===== src/rtl/pipe_trace_pkg.sv =====
// rtl/pipe_trace_pkg.sv - shared encodings for the pipeline trace buffer
package pipe_trace_pkg;

  typedef enum logic [1:0] {
    ST_IDLE = 2'd0,
    ST_PRE  = 2'd1,
    ST_POST = 2'd2,
    ST_DONE = 2'd3
  } trace_state_t;

  // Mode 3 is reserved and decodes the same as TRIG_EXT.
  localparam logic [1:0] TRIG_IMM = 2'd0;
  localparam logic [1:0] TRIG_EXT = 2'd1;
  localparam logic [1:0] TRIG_CMP = 2'd2;

endpackage


===== src/rtl/trace_ram.sv =====
// rtl/trace_ram.sv - simple dual-port sample store, sync write, registered read
module trace_ram #(
  parameter int SAMPLE_W = 64,
  parameter int DEPTH    = 16,
  parameter int ADDR_W   = $clog2(DEPTH)
) (
  input  logic                clk,
  input  logic                reset,
  input  logic                wr_en,
  input  logic [ADDR_W-1:0]   wr_addr,
  input  logic [SAMPLE_W-1:0] wr_data,
  input  logic                rd_en,
  input  logic [ADDR_W-1:0]   rd_addr,
  output logic [SAMPLE_W-1:0] rd_data
);

  logic [SAMPLE_W-1:0] mem [DEPTH];

  // Storage array: no reset so it can map onto block RAM.
  always_ff @(posedge clk) begin
    if (wr_en) begin
      mem[wr_addr] <= wr_data;
    end
  end

  // Read register only updates on a real read so the last value is held.
  always_ff @(posedge clk) begin
    if (!reset) begin
      rd_data <= '0;
    end else if (rd_en) begin
      rd_data <= mem[rd_addr];
    end
  end

endmodule


===== src/rtl/pipe_trace_buffer.sv =====
// rtl/pipe_trace_buffer.sv - triggered circular capture of pipeline snapshots
module pipe_trace_buffer
  import pipe_trace_pkg::*;
#(
  parameter int SAMPLE_W = 64,
  parameter int DEPTH    = 16,
  parameter int PRE_TRIG = 8,
  parameter int ADDR_W   = $clog2(DEPTH)
) (
  input  logic                clk,
  input  logic                reset,
  input  logic                arm,
  input  logic                clear,
  input  logic [1:0]          trig_mode,
  input  logic                trig_in,
  input  logic [SAMPLE_W-1:0] trig_value,
  input  logic [SAMPLE_W-1:0] trig_mask,
  input  logic                sample_valid,
  input  logic [SAMPLE_W-1:0] sample_data,
  input  logic                rd_en,
  output logic [SAMPLE_W-1:0] rd_data,
  output logic                rd_valid,
  output logic                rd_empty,
  output logic [1:0]          state,
  output logic [ADDR_W:0]     count,
  output logic [ADDR_W-1:0]   trig_idx
);

  localparam logic [ADDR_W:0]   FULL     = (ADDR_W+1)'(DEPTH);
  localparam logic [ADDR_W:0]   PRE_CNT  = (ADDR_W+1)'(PRE_TRIG);
  localparam logic [ADDR_W-1:0] PRE_IDX  = ADDR_W'(PRE_TRIG);
  localparam logic [ADDR_W:0]   POST_LEN = (ADDR_W+1)'(DEPTH - PRE_TRIG - 1);

  trace_state_t        cur_st, nxt_st;
  logic [ADDR_W-1:0]   wptr, rptr;
  logic [ADDR_W:0]     unread, post_rem;
  logic                hit, wr_fire, trig_fire, rd_fire, done_entry, arm_ok;
  logic [ADDR_W-1:0]   wptr_nxt;
  logic [ADDR_W:0]     count_nxt;

  assign state    = cur_st;
  assign rd_empty = (cur_st != ST_DONE) || (unread == '0);

  // Trigger qualifier for the current sample, by mode.
  always_comb begin
    hit = 1'b0;
    case (trig_mode)
      TRIG_IMM: hit = 1'b1;
      TRIG_CMP: hit = ((sample_data ^ trig_value) & trig_mask) == '0;
      default:  hit = trig_in;
    endcase
  end

  assign arm_ok     = arm && ((cur_st == ST_IDLE) || (cur_st == ST_DONE));
  assign wr_fire    = reset && !clear && sample_valid &&
                      ((cur_st == ST_PRE) || (cur_st == ST_POST));
  assign trig_fire  = wr_fire && (cur_st == ST_PRE) && hit;
  assign rd_fire    = !clear && !arm && (cur_st == ST_DONE) && rd_en && (unread != '0);
  assign wptr_nxt   = wptr + 1'b1;
  assign count_nxt  = (count == FULL) ? count : count + 1'b1;
  assign done_entry = (nxt_st == ST_DONE) && (cur_st != ST_DONE);

  // Capture state register.
  always_ff @(posedge clk) begin
    if (!reset) begin
      cur_st <= ST_IDLE;
    end else begin
      cur_st <= nxt_st;
    end
  end

  // Next-state logic; clear overrides everything, arm only acts when idle or done.
  always_comb begin
    nxt_st = cur_st;
    if (clear) begin
      nxt_st = ST_IDLE;
    end else begin
      case (cur_st)
        ST_IDLE: if (arm) nxt_st = ST_PRE;
        ST_PRE: begin
          if (trig_fire) nxt_st = (POST_LEN == '0) ? ST_DONE : ST_POST;
        end
        ST_POST: if (wr_fire && (post_rem == 1)) nxt_st = ST_DONE;
        ST_DONE: if (arm) nxt_st = ST_PRE;
        default: nxt_st = ST_IDLE;
      endcase
    end
  end

  // Write/read pointers, fill level, trigger position and remaining post count.
  always_ff @(posedge clk) begin
    if (!reset) begin
      wptr     <= '0;
      rptr     <= '0;
      count    <= '0;
      unread   <= '0;
      post_rem <= '0;
      trig_idx <= '0;
      rd_valid <= 1'b0;
    end else if (clear) begin
      wptr     <= '0;
      rptr     <= '0;
      count    <= '0;
      unread   <= '0;
      post_rem <= '0;
      rd_valid <= 1'b0;
    end else begin
      rd_valid <= rd_fire;
      if (arm_ok) begin
        wptr   <= '0;
        count  <= '0;
        unread <= '0;
      end
      if (wr_fire) begin
        wptr  <= wptr_nxt;
        count <= count_nxt;
      end
      if (trig_fire) begin
        trig_idx <= (count < PRE_CNT) ? count[ADDR_W-1:0] : PRE_IDX;
        post_rem <= POST_LEN;
      end else if (wr_fire && (cur_st == ST_POST)) begin
        post_rem <= post_rem - 1'b1;
      end
      // A full buffer has wrapped, so its oldest sample sits at the write pointer.
      if (done_entry) begin
        rptr   <= (count_nxt == FULL) ? wptr_nxt : '0;
        unread <= count_nxt;
      end
      if (rd_fire) begin
        rptr   <= rptr + 1'b1;
        unread <= unread - 1'b1;
      end
    end
  end

  trace_ram #(
    .SAMPLE_W (SAMPLE_W),
    .DEPTH    (DEPTH),
    .ADDR_W   (ADDR_W)
  ) u_ram (
    .clk     (clk),
    .reset   (reset),
    .wr_en   (wr_fire),
    .wr_addr (wptr),
    .wr_data (sample_data),
    .rd_en   (rd_fire),
    .rd_addr (rptr),
    .rd_data (rd_data)
  );

endmodule


===== config.mk =====
export PLATFORM = sky130hd
export DESIGN_NAME = pipe_trace_buffer
export DESIGN_NICKNAME = d
export VERILOG_FILES = /design/src/rtl/pipe_trace_pkg.sv /design/src/rtl/trace_ram.sv /design/src/rtl/pipe_trace_buffer.sv
export SDC_FILE = /design/constraint.sdc
export NUM_CORES = 1
export LEC_CHECK = 0
export BUFFER_PORTS_ARGS = -buffer_cell sky130_fd_sc_hd__buf_2
export CELL_PAD_IN_SITES_DETAIL_PLACEMENT = 0
export CELL_PAD_IN_SITES_GLOBAL_PLACEMENT = 1
export CORE_MARGIN = 4
export CORE_UTILIZATION = 45
export DETAILED_ROUTE_END_ITERATION = 10
export PLACE_DENSITY_LB_ADDON = 0.3
export SYNTH_ARGS = -nofsm -noshare
export SYNTH_HDL_FRONTEND = slang
export SYNTH_HIERARCHICAL = 1
export SYNTH_SLANG_ARGS = --single-unit

===== constraint.sdc =====
create_clock -name clk -period 7.25 [get_ports clk]
set_input_delay 0.725 -clock clk [delete_from_list [all_inputs] [get_ports clk]]
set_output_delay 0.725 -clock clk [all_outputs]
set_load 0.01 [all_outputs]

==> results of run 1 <==
routing by layer:
layer	share of wire [%]	track usage (%)	vias up
li1	-	-	11118
met4	2.1	5.72	2
met1	42	31.2	12770
met3	8.0	4.30	139
met2	48	36.9	917
met5	0.011	0	-
cell type report:
class | instances | area [µm²]
Antenna cell | 6 | 15.0
Clock buffer | 141 | 2970
Clock inverter | 60 | 587
Fill cell | 7962 | 46700
Inverter | 17 | 63.8
Multi-Input combinational cell | 1441 | 10600
Sequential cell | 1118 | 32600
Tap cell | 1276 | 1600
Timing Repair Buffer | 325 | 1820
worst max-delay path: stages:
cell and delay, ns:
buf_2 0.35, xor2_1 0.12, a22oi_1 1.03, nand4_1 0.82
nor4_1 0.40, nand2_1 0.21, a21oi_2 0.64, o21ai_1 0.18
a221oi_1 0.28
cells in the mapped netlist, types with 6 or more instances:
cell type | count | area, µm²
a21oi_1 | 143 | 716
buf_1 | 10 | 37.5
buf_12 | 11 | 220
clkbuf_1 | 57 | 214
o21ai_0 | 8 | 40.0
nor2_1 | 28 | 105
a31oi_1 | 6 | 37.5
buf_6 | 23 | 259
inv_1 | 15 | 56.3
mux2i_1 | 513 | 5130
buf_4 | 22 | 165
nand3_1 | 215 | 1080
xor2_1 | 69 | 604
buf_2 | 16 | 80.1
nor3_1 | 9 | 45.0
nand2_1 | 207 | 777
a22oi_1 | 160 | 1200
ha_1 | 10 | 125
edfxtp_1 | 1024 | 30700
nand4_1 | 11 | 68.8
nand2b_1 | 11 | 68.8
dfxtp_1 | 94 | 1880
xnor2_1 | 6 | 52.6
cell families after synthesis:
| kind of cell | share of synthesized area, % |
|---|---|
| DFF | 74.0 |
| muxes | 11.6 |
| and+or+nand+nor | 5.38 |
| AOI/OAI and AO/OA | 4.83 |
| buffers and inverters | 2.37 |
| xor gates and xnor gates | 1.49 |
| adders and majority gates | 0.284 |
state kept, by name, summed over array words and instances (netlist names):
name           count
unread             5
u_ram/mem       1024
wptr               4
trig_idx           4
state              2
count              5
rptr               4
rd_valid           1
u_ram/rd_data     64
post_rem           5
report_power, final:
part / switching (W) / internal (W) / total, W
registers: 0.00000313 / 0.00703 / 0.00704
logic: 0.000215 / 0.0000751 / 0.000290
clock network: 0.00232 / 0.00327 / 0.00559
total: 0.00254 / 0.0104 / 0.0129
through the flow:
step | std cells | hold slack, ns | cell area (µm²) | setup WS, ns
global route | 4380 | 0.439 | 50300 | 2.74
CTS | 4378 | 0.394 | 50300 | 3.06
floorplan | 2716 | 0.473 | 44100 | 0.569
finish | 4384 | 0.429 | 50300 | 3.02
detailed placement | 4177 | 0.436 | 46700 | 2.36
global placement | 4177 | 0.436 | 46700 | 2.40
worst max-delay path by stage:
stage                    start         endpoint  slack, ns  cells after the start
3_5_place_dp   sample_data[29]        unread[4]       2.36                      9
6_report       sample_data[29]        unread[4]       3.02                      9
3_3_place_gp   sample_data[29]        unread[4]       2.40                      9
2_1_floorplan         state[0]  u_ram/mem[0][0]       0.57                      6
4_1_cts        sample_data[29]        unread[4]       3.06                      9
5_1_grt        sample_data[29]        unread[4]       2.74                      9
==> impl_results.md, run 1 <==
* Status: finished, final reports clean
* Largest net degree at the start of global routing at ~140
* Overflow after GRT at 0
* Sequential cell area fraction in the yosys report at about three quarters
* CP max FO at 17
* Nets at ~3.2k
* Synth Flop Type: edfxtp_1
* IO Count at roughly 280
* Routability cong. at 0.779
* Worst R2R Start: state[0]
* Max Root-Sink Buffers at 3
* Setup_tns at 0 ns
* Layout Skew at ~0.035 ns
* Row cnt at ~110
* Most frequent cells in the layout: edfxtp_1, mux2i_1, buf_2
* Final period util at between 50% and 60%
* Vias in the first global route at about 25k
* CTS tree: yes
* Share of cells above drive strength 1 at between 15 and 20%
* Gr usage total at between 20 and 25%
* Final Max Tran Viols at 0
* Leakage at 16.2 nW
* Skew-Pair Late Insertion Delay at 0.68 ns
* Critical Path RT at around 8 ns
* Synth Net Count at ~2.9k
* Die area at between 100000 and 150000 µm²
* Post-CTS Resized at 0
* Via count of the routed design at 24.9k
* Drt drc at 0
* DIE WIDTH at 321 µm
* Pre-Repair DR Iteration Count at 5
* Worst vdd ir at 183 µV
* Final setup fails at 0
* Synth Warn # at 6
* Most common cell after layout, fill and taps aside: edfxtp_1
* CTS clk-pin slew, worst paths at 0.06 ns
* Pwr Density at about 260 nW/µm²
* Max-slew headroom at between 10% and 20%
* Vias per cell at roughly 5.7
* Minimum clock period at around 4.2 ns
* Drt total wl at ~120000 µm
* Cells on worst reg2reg path at 7
* Antenna violations before repair at 11
* Hold path depth at 2
* Library cells used by synthesis at 52
* Hold_buf cts at 0
* Crit path kind: input pin to flop
* Unrepaired setup endpoints after global routing: no
* Area growth, synth to finish at 14.0%
* WHS Endpoint: state[1]
* CTS Sinks at between 1k and 1.5k
* Worst Path Arrival at 4.79 ns
* CTS H-tree lvls at 3
* Number of routed nets with antenna violations at 0
* Achievable frequency at 236 MHz
* Core Area at 97000 µm²
* Hold Path Class: input pin to flop
* Finished Core Util at approximately half
* Hold path startpoint: reset
* Fin. Hold Viols at 0
* Post-synthesis async set-or-reset flop share at 0%
* Number of synthesized flops with an enable pin at slightly above 1k
* Least-Margin Pin Slew at ~1.3 ns
* Post-Syn Instances at ~2.7k
* Post-layout total power at 0.0129 W
* CTS Buf Count at around 110
* Post-DP HPWL at around 65000 µm
* Crit path launch type: input pin
* Max_cap viols at 0
* Post-CTS setup buffer count at 0
* First DRT Iteration DRCs at about 2.2k
* Post-DR wirelength/cell at approximately 27 µm
* First-pass GRT wire length at around 170000 µm
* Post-Synthesis Cell Area at 44100 µm²
* Worst reg2reg setup slack at 3.25 ns
* Number of buffers added on ports at about 280
* Clk Tree Root Cell: clkbuf_16
* Starting Density at 45.5%
* Setup crit end kind: flop
* Average size of a mapped cell at approximately 16 µm²
* Synth Register Bits at about 1.1k
* Die Ht at 321 µm
* Worst reg2reg endpoint: u_ram/mem[3][39]
(Power assumes the default switching activity.)
==> run 2, diff against run 1 <==
- clock period: 7.25 -> 3.4 ns (I/O delays scaled with it)
==> impl_results.md, run 2 (synthesis results as in run 1) <==
* CTS clk-pin slew, worst paths at 0.06 ns (about the same)
* CP Cell Sequence: dlygate4sd3_1, buf_2, xor2_1, a22oi_1, nand4_1, nor4_1, nand2_1, a21oi_2, buf_12, o21ai_1, a221oi_1 (was buf_2, xor2_1, a22oi_1, nand4_1, nor4_1, nand2_1, a21oi_2, o21ai_1, a221oi_1)
* Slowest stage cell, crit path: a22oi_1 (unchanged)
* Number of buffers added on ports at 277 (unchanged)
* Drt total wl at 119000 µm (was 118000 µm)
* Slowest stage delay, CP at 0.74 ns (was 1.03 ns)
* Status: finished, final reports clean (unchanged)
* Cells on worst reg2reg path at 11 (was 7)
* Post-layout total power at 0.0279 W (was 0.0129 W)
* Biggest register: u_ram/mem (unchanged)
* Sequential Area at 32600 µm² (about the same)
* Top Registers: u_ram/mem (1024), u_ram/rd_data (64) (unchanged)
* Final period util at between 80% and 90%
* Gr usage total at 22.7% (was 22.5%)
* Nets at 3268 (was 3222)
* Crit path launch type: input pin (unchanged)
* Worst setup path end: unread[4] (unchanged)
* Post-DP HPWL at 65300 µm (was 64900 µm)
* Post-CTS Resized at 0 (unchanged)
* Worst vdd ir at 396 µV (was 183 µV)
* Overflow after GRT at 0 (unchanged)
* Final Max Tran Viols at 0 (unchanged)
* Minimum clock period at approximately 2.9 ns
* CTS H-tree lvls at 3 (unchanged)
* Multi-input logic area at 10600 µm² (about the same)
* CTS Buf Count at 114 (was 108)
* Clk Tree Root Cell: clkbuf_16 (unchanged)
* First DRT Iteration DRCs at 2180 (was 2162)
* Hold Path Class: input pin to flop (unchanged)
* Skew-Pair Late Insertion Delay at 0.69 ns (was 0.68 ns)
* Core Area at 97000 µm² (unchanged)
* Unrepaired setup endpoints after global routing: no (unchanged)
* Crit path kind: input pin to flop (unchanged)
* Share of cells above drive strength 1 at 17.8% (was 16.7%)
* Critical Path RT at 3.98 ns (was 7.80 ns)
* Post-DR wirelength/cell at 26.7 µm (was 26.9 µm)
* Vias per cell at 5.63 (was 5.69)
* Pre-Repair DR Iteration Count at 6 (was 5)
* Antenna violations before repair at 19 (was 11)
* First-pass GRT wire length at 170000 µm (was 169000 µm)
* Max Used Layer: met5 (unchanged)
* Least-Margin Pin Slew at 1.08 ns (was 1.32 ns)
* Most frequent cells in the layout: edfxtp_1, mux2i_1, buf_2 (unchanged)
* Worst reg2reg setup slack at 0.58 ns (was 3.25 ns)
* Row cnt at 114 (unchanged)
* Area growth, synth to finish at 16.0% (was 14.0%)
* DIE WIDTH at 321 µm (unchanged)
* Max_cap viols at 0 (unchanged)
* CP startpoint: sample_data[0] (was sample_data[29])
* Max-slew headroom at 28.1% (was 12.2%)
* Die Ht at 321 µm (unchanged)
* Worst reg2reg endpoint: rptr[3] (was u_ram/mem[3][39])
* IO Count at 278 (unchanged)
* Drt drc at 0 (unchanged)
* Number of routed nets with antenna violations at 0 (unchanged)
* CP max FO at 17 (unchanged)
* CTS tree: yes (unchanged)
* Filler Cell Count at 7911 (was 7962)
* Final setup fails at 0 (unchanged)
* Largest net degree at the start of global routing at 103 (was 142)
* Via count of the routed design at 25.0k (was 24.9k)
* Pre-CTS setup slack at -0.214 ns (was 2.36 ns)
* Achievable frequency at ~350 MHz
* Starting Density at 45.5% (unchanged)
* Met3 WL post-DR at 10000 µm (was 9400 µm)
* Vias in the first global route at 25.4k (was 25.1k)
* Met2 wire length at 55600 µm (was 56400 µm)
* Layout Skew at 0.0338 ns (was 0.0351 ns)
* Pwr Density at 545 nW/µm² (was 257 nW/µm²)
* Fin. Hold Viols at 0 (unchanged)
* Worst R2R Start: state[0] (unchanged)
* CTS Sinks at 1118 (unchanged)
* Worst Path Arrival at 3.45 ns (was 4.79 ns)
* Most common cell after layout, fill and taps aside: edfxtp_1 (unchanged)
* DRT met1 WL at 50100 µm (was 49600 µm)
* Setup crit end kind: flop (unchanged)
* Setup ws final at 0.525 ns (was 3.02 ns)
* Routability cong. at 0.786 (was 0.779)
* Max FFs per register at 1024 (unchanged)
* Max Root-Sink Buffers at 3 (unchanged)
* Leakage at 16.5 nW (was 16.2 nW)
* Die area at 103000 µm² (unchanged)
==> run 2: cell types whose count changed in the layout (fill, tap and decap cells not counted), moves of 2 or more <==
cell,change
dlygate4sd3_1,+8
bufinv_16,-3
inv_6,+4
buf_12,+31
clkbuf_1,+9
clkinvlp_4,-5
dfxtp_1,-2
nor3_4,+4
clkbuf_16,+4
clkbuf_8,+6
nor3_2,-4
clkinv_2,-2
==> run 2: critical path: cells and delay by family <==
kind / cells / cell delay [ns]
xor+xnor: 1 / 0.15
simple gates: 3 / 0.72
compound gates: 4 / 1.33
buf+inv: 3 / 0.91
==> run 2: repair_timing <==
item                                   CTS  global route
hold buffers                             8             0
endpoints found under the hold margin   43             0
buffers inserted                         0             0
==> run 2: how the worst min path moves through the flow <==
stage | from | endpoint | slack (ns) | depth (start not counted)
CTS | sample_data[2] | u_ram/mem[14][2] | 0.001 | 1
detailed placement | u_ram/rd_data[52] | u_ram/rd_data[52] | 0.44 | 2
global placement | u_ram/rd_data[41] | u_ram/rd_data[41] | 0.44 | 2
finish | sample_data[2] | u_ram/mem[14][2] | 0.04 | 1
global route | sample_data[28] | u_ram/mem[4][28] | 0.03 | 1
floorplan | sample_data[0] | u_ram/mem[0][0] | 0.44 | 0
==> run 2: metal layers <==
metal	track usage [%]	up-vias
met5	0	-
met4	6.37	10
met3	5.63	171
met2	36.3	905
met1	31.2	12663
li1	-	11228
==> run 2: area by class of cell <==
cell class              count  share of cell area (%)
diodes                      6                  0.0293
clock buffers             160                    6.23
clock inverters            56                   0.993
inverters                  17                   0.135
multi-input cells        1441                    20.8
flip-flops and latches   1118                    63.8
well taps                1276                    3.12
repair buffers            365                    4.94
==> run 2: power by group <==
| part | internal, W | switching, W |
|---|---|---|
| combinational | 0.000185 | 0.000477 |
| clock | 0.00713 | 0.00509 |
| sequential | 0.0150 | 0.00000764 |
| total | 0.0223 | 0.00557 |
==> run 2: per-stage QoR <==
step / hold slack (ns) / TNS (ns) / utilization (%) / instances / area [µm²]
final: 0.0408 / 0 / 52.7 / 4439 / 51200
after global routing: 0.0301 / 0 / 52.7 / 4437 / 51200
after CTS: 0.00128 / 0 / 52.7 / 4433 / 51100
after detailed placement: 0.439 / -0.335 / 48.8 / 4209 / 47400
after global placement: 0.438 / -0.314 / 48.8 / 4209 / 47400
after floorplan: 0.439 / -30.59 / - / 2716 / 44200
